==> config.mk <==
export PLATFORM = sky130hd
export DESIGN_NAME = fc_layer_seq_flat
export DESIGN_NICKNAME = d
export VERILOG_FILES = /design/src/rtl/fc_pkg.sv /design/src/rtl/fc_layer_seq_if.sv /design/src/rtl/fc_layer_seq.sv /design/src/flat_wrapper.sv
export SDC_FILE = /design/constraint.sdc
export NUM_CORES = 1
export LEC_CHECK = 0
export CORE_MARGIN = 2
export CORE_UTILIZATION = 40
export CTS_CLUSTER_SIZE = 28
export DETAILED_ROUTE_END_ITERATION = 8
export PLACE_DENSITY = 0.69
export SYNTH_ARGS = -nofsm -noshare
export SYNTH_HDL_FRONTEND = slang
export SYNTH_SLANG_ARGS = --single-unit
==> constraint.sdc <==
create_clock -name clk -period 1.9 [get_ports clk]
set_input_delay 0.19 -clock clk [delete_from_list [all_inputs] [get_ports clk]]
set_output_delay 0.19 -clock clk [all_outputs]
set_load 0.01 [all_outputs]
==> src/rtl/fc_pkg.sv <==
// Shared types and default sizing for the fully-connected layer blocks.
package fc_pkg;

    localparam int N_IN_DEF    = 8;
    localparam int N_OUT_DEF   = 4;
    localparam int DW_DEF      = 8;
    localparam int TIMEOUT_DEF = 64;

    typedef enum logic [1:0] {IDLE, STREAM, WAIT, DONE} state_t;

    typedef logic signed [DW_DEF-1:0] data_t;

endpackage

==> src/rtl/fc_layer_seq_if.sv <==
// Buffer and dot-product side signals of the layer sequencer.
interface fc_layer_seq_if
    import fc_pkg::*;
#(
    parameter int N_IN  = N_IN_DEF,
    parameter int N_OUT = N_OUT_DEF,
    parameter int DW    = DW_DEF
);
    localparam int AW = $clog2(N_IN);
    localparam int NW = $clog2(N_OUT);

    logic                 act_rd_en;
    logic [AW-1:0]        act_addr;
    logic signed [DW-1:0] act_data;
    logic                 dp_in_valid;
    logic signed [DW-1:0] dp_in_data;
    logic                 dp_first;
    logic [NW-1:0]        dp_neuron;
    logic signed [DW-1:0] dp_out_data;
    logic                 dp_out_valid;
    logic                 res_wr_en;
    logic [NW-1:0]        res_addr;
    logic signed [DW-1:0] res_data;

    modport master (
        output act_rd_en, act_addr, dp_in_valid, dp_in_data, dp_first, dp_neuron,
               res_wr_en, res_addr, res_data,
        input  act_data, dp_out_data, dp_out_valid
    );

    modport slave (
        input  act_rd_en, act_addr, dp_in_valid, dp_in_data, dp_first, dp_neuron,
               res_wr_en, res_addr, res_data,
        output act_data, dp_out_data, dp_out_valid
    );

endinterface

==> src/rtl/fc_layer_seq.sv <==
// Runs one activation vector through fc_dotprod per output neuron and
// stores each scalar result in the result buffer.
module fc_layer_seq
    import fc_pkg::*;
#(
    parameter int N_IN    = N_IN_DEF,
    parameter int N_OUT   = N_OUT_DEF,
    parameter int DW      = DW_DEF,
    parameter int TIMEOUT = TIMEOUT_DEF
) (
    input  logic clk,
    input  logic rst,
    input  logic start,
    output logic busy,
    output logic done,
    output logic err,
    fc_layer_seq_if.master bus
);
    localparam int AW = $clog2(N_IN);
    localparam int NW = $clog2(N_OUT);
    localparam int TW = $clog2(TIMEOUT + 1);

    state_t               state_q, state_d;
    logic [AW-1:0]        elem_q;
    logic [NW-1:0]        neuron_q;
    logic [TW-1:0]        tcnt_q;
    logic                 err_q, done_q, rd_en;
    logic                 in_vld_q, first_q, wr_en_q;
    logic [NW-1:0]        res_addr_q;
    logic signed [DW-1:0] res_data_q;

    wire last_elem   = (elem_q == AW'(N_IN - 1));
    wire last_neuron = (neuron_q == NW'(N_OUT - 1));
    wire tmo         = (tcnt_q == TW'(TIMEOUT - 1));

    always_comb begin
        state_d = state_q;
        rd_en   = 1'b0;
        case (state_q)
            IDLE:    if (start) state_d = STREAM;
            STREAM: begin
                rd_en = 1'b1;
                if (last_elem) state_d = WAIT;
            end
            WAIT: begin
                if (bus.dp_out_valid) state_d = last_neuron ? DONE : STREAM;
                else if (tmo)         state_d = DONE;
            end
            DONE:    state_d = IDLE;
            default: state_d = IDLE;
        endcase
    end

    always_ff @(posedge clk) begin
        if (rst) begin
            state_q    <= IDLE;
            elem_q     <= '0;
            neuron_q   <= '0;
            tcnt_q     <= '0;
            err_q      <= 1'b0;
            done_q     <= 1'b0;
            in_vld_q   <= 1'b0;
            first_q    <= 1'b0;
            wr_en_q    <= 1'b0;
            res_addr_q <= '0;
            res_data_q <= '0;
        end else begin
            state_q  <= state_d;
            done_q   <= (state_q == DONE);
            wr_en_q  <= 1'b0;
            // Buffer read data lands one cycle after the strobe; tag it here.
            in_vld_q <= rd_en;
            first_q  <= rd_en && (elem_q == '0);
            case (state_q)
                IDLE: if (start) begin
                    neuron_q <= '0;
                    elem_q   <= '0;
                    err_q    <= 1'b0;
                end
                STREAM: begin
                    elem_q <= last_elem ? '0 : elem_q + AW'(1);
                    tcnt_q <= '0;
                end
                WAIT: begin
                    if (bus.dp_out_valid) begin
                        wr_en_q    <= 1'b1;
                        res_addr_q <= neuron_q;
                        res_data_q <= bus.dp_out_data;
                        elem_q     <= '0;
                        if (!last_neuron) neuron_q <= neuron_q + NW'(1);
                    end else if (tmo) begin
                        err_q <= 1'b1;
                    end else begin
                        tcnt_q <= tcnt_q + TW'(1);
                    end
                end
                default: ;
            endcase
        end
    end

    assign busy            = (state_q != IDLE);
    assign done            = done_q;
    assign err             = err_q;
    assign bus.act_rd_en   = rd_en;
    assign bus.act_addr    = elem_q;
    assign bus.dp_in_valid = in_vld_q;
    assign bus.dp_in_data  = in_vld_q ? bus.act_data : '0;
    assign bus.dp_first    = first_q;
    assign bus.dp_neuron   = neuron_q;
    assign bus.res_wr_en   = wr_en_q;
    assign bus.res_addr    = res_addr_q;
    assign bus.res_data    = res_data_q;

endmodule

==> src/flat_wrapper.sv <==
// flat-port wrapper written by rule: the top's interface ports become plain ports
module fc_layer_seq_flat import fc_pkg::*;
#(
    parameter int N_IN    = N_IN_DEF,
    parameter int N_OUT   = N_OUT_DEF,
    parameter int DW      = DW_DEF,
    parameter int TIMEOUT = TIMEOUT_DEF
)
  (clk, rst, start, busy, done, err, bus_act_rd_en, bus_act_addr, bus_dp_in_valid, bus_dp_in_data, bus_dp_first, bus_dp_neuron, bus_res_wr_en, bus_res_addr, bus_res_data, bus_act_data, bus_dp_out_data, bus_dp_out_valid);
  fc_layer_seq_if #(.N_IN(N_IN), .N_OUT(N_OUT), .DW(DW)) bus_i ();
  input  logic clk;
  input  logic rst;
  input  logic start;
  output logic busy;
  output logic done;
  output logic err;
  output wire logic [$bits(bus_i.act_rd_en)-1:0] bus_act_rd_en;
  output wire logic [$bits(bus_i.act_addr)-1:0] bus_act_addr;
  output wire logic [$bits(bus_i.dp_in_valid)-1:0] bus_dp_in_valid;
  output wire logic [$bits(bus_i.dp_in_data)-1:0] bus_dp_in_data;
  output wire logic [$bits(bus_i.dp_first)-1:0] bus_dp_first;
  output wire logic [$bits(bus_i.dp_neuron)-1:0] bus_dp_neuron;
  output wire logic [$bits(bus_i.res_wr_en)-1:0] bus_res_wr_en;
  output wire logic [$bits(bus_i.res_addr)-1:0] bus_res_addr;
  output wire logic [$bits(bus_i.res_data)-1:0] bus_res_data;
  input wire logic [$bits(bus_i.act_data)-1:0] bus_act_data;
  input wire logic [$bits(bus_i.dp_out_data)-1:0] bus_dp_out_data;
  input wire logic [$bits(bus_i.dp_out_valid)-1:0] bus_dp_out_valid;
  assign bus_act_rd_en = bus_i.act_rd_en;
  assign bus_act_addr = bus_i.act_addr;
  assign bus_dp_in_valid = bus_i.dp_in_valid;
  assign bus_dp_in_data = bus_i.dp_in_data;
  assign bus_dp_first = bus_i.dp_first;
  assign bus_dp_neuron = bus_i.dp_neuron;
  assign bus_res_wr_en = bus_i.res_wr_en;
  assign bus_res_addr = bus_i.res_addr;
  assign bus_res_data = bus_i.res_data;
  assign bus_i.act_data = bus_act_data;
  assign bus_i.dp_out_data = bus_dp_out_data;
  assign bus_i.dp_out_valid = bus_dp_out_valid;
  fc_layer_seq #(.N_IN(N_IN), .N_OUT(N_OUT), .DW(DW), .TIMEOUT(TIMEOUT)) u_core (.clk(clk), .rst(rst), .start(start), .busy(busy), .done(done), .err(err), .bus(bus_i));
endmodule
### Yosys cells after proc, flatten, opt, wreduce, memory -nomap -nowiden

Cells that the tools add are included.

| word-level totals | value |
|---|---|
| flip-flop bits (word level) | 29 |
| latch bits | 0 |
| bits in writable memories | 0 |
| ROM bits | 0 |
| input port bits | 20 |
| output and inout bits | 30 |
| word-level logic and storage cells | 67 |
| memories | 0 |

| operators by class | value |
|---|---|
| add/sub/neg operators | 3 |
| multipliers | 0 |
| div/mod/pow operators | 0 |
| $lt $le $gt $ge | 0 |
| eq/ne operators | 14 |
| shifts and indexed selects | 0 |
| mux-type cells | 24 |
| bitwise logic cells | 1 |
| reductions and logical operators | 14 |

Operators with widths:

| kind | number |
|---|---|
| $mux W2 | 8 |
| $mux W7 | 2 |
| $pmux W7 S2 | 1 |
| $ne A2 B2 Y1 const B | 5 |
| $mux W3 | 3 |
| $pmux W3 S3 | 1 |
| $reduce_and A3 Y1 | 3 |
| $mux W8 | 1 |
| $pmux W2 S4 | 1 |
| $reduce_and A4 Y1 | 2 |
| $add A7 B1 Y7 const B | 1 |
| $eq A7 B6 Y1 const B | 1 |
| $eq A2 B2 Y1 const B | 3 |
| $reduce_bool A2 Y1 | 3 |
| $mux W1 | 5 |
| $ne A2 B1 Y1 const B | 2 |
| $pmux W2 S2 | 1 |
| $add A3 B1 Y3 const B | 1 |
| $eq A3 B3 Y1 const B | 1 |
| $logic_not A3 Y1 | 1 |
| $ne A3 B2 Y1 const B | 1 |
| $reduce_bool A3 Y1 | 1 |
| $add A2 B1 Y2 const B | 1 |
| $eq A2 B1 Y1 const B | 1 |
| other kinds (6) | 6 |

### Logic depth before layout (Yosys ltp)

| depth | value |
|---|---|
| depth after elaboration | 4 |
| depth in mapped cells | 5 |
| depth with buffers taken out | 5 |

### Least setup slack after synthesis

No wires, ideal clock.

| path | value |
|---|---|
| path kind | reg-to-reg |
| start | register u_core.state_q[0] |
| end | register u_core.tcnt_q[2] |
| library setup time | 123 ps |
| arrival time | 1352 ps |
| required time | 1777 ps |
| slack | 425 ps |
| stages on the path, launching flop included | 5 |
| path buffers | 1 |
| period minus slack after synthesis | 1475 ps |
| cell sequence | dfxtp_1 buf_6 or3b_4 a211oi_2 mux2_1 |

| on the way | value |
|---|---|
| word-level cells in the longest chain between the ends | 3 |
| elaborated cells on any way between the ends | 7 |
| those cells by class | eq/ne: 4; mux: 1; reduce/logical: 2 |

Ends and longest elaborated chain:

| what | RTL line | text |
|---|---|---|
| start, declared | fc_layer_seq.sv:23 | `state_t state_q, state_d;` |
| start signal, assigned | fc_layer_seq.sv:68 | `state_q <= state_d;` |
| $eq A2 B2 Y1 or $eq A2 B1 Y1 (tied branches) | fc_layer_seq.sv:74 | `case (state_q)` |
| $ne A2 B2 Y1 (no line) or $reduce_bool A2 Y1 (tied branches) | - |  |
| $reduce_and A3 Y1 (no line) | - |  |
| end signal, assigned | fc_layer_seq.sv:94 | `tcnt_q <= tcnt_q + TW'(1);` |
| end, declared | fc_layer_seq.sv:26 | `logic [TW-1:0] tcnt_q;` |

Parallel ways exist; a longest one is shown, timed or not.
A chain may end at the register's enable or synchronous reset.

### Worst setup path in the final report

| path | value |
|---|---|
| start | register u_core.state_q[1] |
| end | output port bus_act_rd_en |

| on the way | value |
|---|---|
| word-level cells in the longest chain between the ends | 2 |

Ends and longest elaborated chain:

| what | RTL line | text |
|---|---|---|
| $eq A2 B1 Y1 | fc_layer_seq.sv:39 | `case (state_q)` |
| $mux W1 | fc_layer_seq.sv:39 |  |
| end, declared | flat_wrapper.sv:17 | `output wire logic [$bits(bus_i.act_rd_en)-1:0] bus_act_rd_en;` |

Every way passes these cells.

==> results.json <==
{
  "gr-total-overflow": 0,
  "number_of_global_route_vias_before_repair": 1259,
  "final_layout_fill_cell_count": 311,
  "antenna_found_initial": 0,
  "timing.final.ws_setup_ps": 151,
  "syn-cell-area_mm2": 0.00137,
  "share_seq_of_total_power_pct": 56.3,
  "share_of_synthesized_registers_carrying_an_async_set_or_reset_pct": 0,
  "die_w_um": 62.4,
  "rrSetupSlack_ps": 270,
  "fp.coreArea_mm2": 0.00331,
  "p_int_uw": 831,
  "worst_slack_after_detailed_placement_ps": 137,
  "yosysWarnings": 0,
  "num_rows": 21,
  "ir_worst_vdd_mv": 0.402,
  "main_synth_ff_type": "sky130_fd_sc_hd__dfxtp_1",
  "rr_startpoint": "u_core.tcnt_q[0]",
  "cp-endpoint": "bus_act_rd_en",
  "sw_frac_of_total_pct": 24.7,
  "hold_path.class": "input port to flip-flop",
  "netlist_instances": 144,
  "critPathMaxFanout": 6,
  "h-tree-depth": 2,
  "grt_setup_unrepaired": "false",
  "routed_via_density": 5.03,
  "postRouteAntennaNets": 0,
  "ys_seq_area_share_pct": 42.5,
  "postLayoutCoreUtil_pct": 59.8,
  "port_buffers": 49,
  "drt-initial-drc-count": 24,
  "worst_setup_path_end_kind": "primary output",
  "pwr-share-comb_pct": 11.6,
  "yosys.cell_types.count": 38,
  "net_switching_power_of_the_design_uw": 273,
  "max-slew-margin-rel_pct": 75.4,
  "crit_start": "u_core.state_q[1]",
  "gr-max-usage-layer": "met2",
  "global_route.usage.total_pct": 17.9,
  "dp_hpwl_um": 2480,
  "post-route-drc-count": 0,
  "cts.root.buffer_cell": "sky130_fd_sc_hd__clkbuf_4",
  "synth_enable_flop_cells": 0,
  "clock_tree_from_tritoncts": "yes",
  "clk_latency_worst_skew_pair_ps": 310,
  "critPathLaunchType": "flip-flop",
  "share_of_post_route_cells_with_drive_strength_above_1_pct": 12.0,
  "crit_required_ps": 1710,
  "place_area_mm2": 0.00192,
  "timing.critical_path.arrival_ps": 1560,
  "tightest_slew_ps": 364,
  "grt_max_degree": 18,
  "synth_fp_nets": 169,
  "tritoncts.num_buffers": 5,
  "outcome": "finished clean",
  "drt_pre_antenna_iters": 5,
  "totalNegativeSetupSlack_ps": 0,
  "timing.rr.end": "u_core.tcnt_q[5]",
  "timing.final.setup_violations": 0,
  "layout.nets": 224,
  "detail_route.wl_per_cell_um": 12.8,
  "initial_utilization_pct": 41.3,
  "grt_first_pass_wirelength_um": 5600,
  "post-route-min-period_ps": 1750,
  "finalWirelength_um": 3150,
  "hold_violations": 0,
  "areal_power_density_over_the_cells_mw_per_mm2": 558,
  "power.static_leakage_uw": 0.000815,
  "criticalPathCategory": "flip-flop to primary output",
  "dr_total_vias": 1238,
  "p_clk_share_pct": 32.1,
  "grt_util_met2_pct": 31.6,
  "slew_violations": 0,
  "floorplan.die_area_mm2": 0.00390,
  "clkSlewWorstSetupHoldPaths_ps": 90,
  "groute.layer.met3.usage_pct": 5.41,
  "chipHeight_um": 62.4,
  "clock_tree.buffer_depth": 2,
  "numClockSinks": 29,
  "final_min_period_over_clock_period_pct": 92.1,
  "finClkSkew_ps": 3.99,
  "diodes": 0,
  "non_filler_cell_area_final_mm2": 0.00198,
  "use_met1_pct": 19.4,
  "fmax_mhz": 572,
  "gpl.final_weighted_congestion": 0.841,
  "io_pins": 50,
  "number_of_synthesized_register_bits": 29,
  "depth_of_the_worst_register_to_register_path": 4,
  "maxCapViolations": 0,
  "synth.avg_cell_area_um2": 9.49,
  "synthToLayoutAreaGrowth_pct": 45.0,
  "cts_setup_buffers": 0
}
## worst max-delay path, cell delays in order, from the launching register on
cell and delay, ps:
sky130_fd_sc_hd__dfxtp_1 360, sky130_fd_sc_hd__nand2b_1 260, sky130_fd_sc_hd__inv_2 90, sky130_fd_sc_hd__clkdlybuf4s50_1 530
## per-stage QoR
stage	cells	hold slack [ps]	power [uW]
2_1_floorplan	144	301	685
3_3_place_gp	238	459	762
3_5_place_dp	238	470	766
4_1_cts	246	465	1120
5_1_grt	246	473	1160
6_report	246	474	1100
## sequential cells by signal, summed over array words and instances (netlist names), 2 cells and up
register / cells
u_core.bus.res_data: 8
u_core.tcnt_q: 7
u_core.bus.act_addr: 3
u_core.bus.dp_neuron: 2
u_core.bus.res_addr: 2
u_core.state_q: 2
## metal layers
metal / part of all wire [%] / wire (um)
met3: 7.2 / 227
met1: 42 / 1310
met4: 1.0 / 33
met2: 50 / 1580
met5: 0 / 0
## cells in the final DEF (no fill, tap or decap), types with 2 or more instances in the layout
cell,instances
sky130_fd_sc_hd__nand4b_1,2
sky130_fd_sc_hd__and3b_1,2
sky130_fd_sc_hd__nor4b_1,2
sky130_fd_sc_hd__mux2_2,2
sky130_fd_sc_hd__nand3b_1,3
sky130_fd_sc_hd__a21oi_1,2
sky130_fd_sc_hd__nor3_1,2
sky130_fd_sc_hd__nand2b_1,5
sky130_fd_sc_hd__ha_1,5
sky130_fd_sc_hd__nor2b_1,2
sky130_fd_sc_hd__clkbuf_4,5
sky130_fd_sc_hd__nor2_1,22
sky130_fd_sc_hd__mux2i_1,13
sky130_fd_sc_hd__nand2_1,3
sky130_fd_sc_hd__a32oi_1,3
sky130_fd_sc_hd__mux2_1,2
sky130_fd_sc_hd__dfxtp_1,28
sky130_fd_sc_hd__clkdlybuf4s50_1,49
sky130_fd_sc_hd__a211oi_2,2
sky130_fd_sc_hd__nand3_1,3
sky130_fd_sc_hd__nor3b_1,4
sky130_fd_sc_hd__clkinv_2,2
sky130_fd_sc_hd__and2_1,8
sky130_fd_sc_hd__inv_1,6
sky130_fd_sc_hd__buf_4,7
sky130_fd_sc_hd__o21ai_0,2
## cell usage after synthesis (3+ instances only)
master / count / area (um2)
sky130_fd_sc_hd__nor3b_1: 4 / 30.0
sky130_fd_sc_hd__nand3b_1: 3 / 22.5
sky130_fd_sc_hd__nand2_1: 3 / 11.3
sky130_fd_sc_hd__ha_1: 5 / 62.6
sky130_fd_sc_hd__inv_1: 6 / 22.5
sky130_fd_sc_hd__and2_1: 8 / 50.1
sky130_fd_sc_hd__nand3_1: 3 / 15.0
sky130_fd_sc_hd__clkbuf_1: 5 / 18.8
sky130_fd_sc_hd__mux2i_1: 13 / 130
sky130_fd_sc_hd__dfxtp_1: 29 / 581
sky130_fd_sc_hd__nor2_1: 22 / 82.6
sky130_fd_sc_hd__nand2b_1: 5 / 31.3
sky130_fd_sc_hd__a32oi_1: 3 / 26.3
## cell type report
class | count | area [um2] | share of cell area (%)
Tap cell | 46 | 57.6 | 2.91
Clock buffer | 5 | 37.5 | 1.90
Inverter | 7 | 26.3 | 1.33
Sequential cell | 29 | 582 | 29.4
Multi-Input combinational cell | 100 | 717 | 36.2
Timing Repair Buffer | 56 | 543 | 27.4
Clock inverter | 3 | 17.5 | 0.884
## how the worst min path moves through the flow
stage	slack, ps	from	depth (start not counted)	endpoint
final	470	bus_dp_out_data[2]	3	u_core.bus.res_data[2]
after global routing	470	bus_dp_out_data[3]	3	u_core.bus.res_data[3]
after CTS	460	bus_dp_out_data[2]	3	u_core.bus.res_data[2]
after detailed placement	470	u_core.tcnt_q[6]	1	u_core.tcnt_q[6]
after global placement	460	u_core.err	2	u_core.err
after floorplan	300	start	1	u_core.err
## power groups by stage
stage | Combinational, uW | Clock (uW) | Sequential, uW
final | 128 | 354 | 622
after CTS | 130 | 370 | 622
after global placement | 126 | 0 | 636
after detailed placement | 130 | 0 | 636
after floorplan | 50.2 | 0 | 634
after global routing | 140 | 398 | 624
## timing repair
item | 4_1_cts | 5_1_grt
gates resized for setup | 0 | 1
endpoints found under the setup margin | 0 | 1
hold buffers | 0 | 0
## cell families (layout without fill, tap and decap cells)
group,after synthesis,in the layout,synth area share [%]
AOI/OAI and AO/OA,16,16,9.43
buffers and inverters,15,71,5.04
muxes,17,17,12.8
DFF,29,29,42.5
and+or+nand+nor,62,62,25.6
adders and majority gates,5,5,4.58
(Power assumes the default switching activity.)
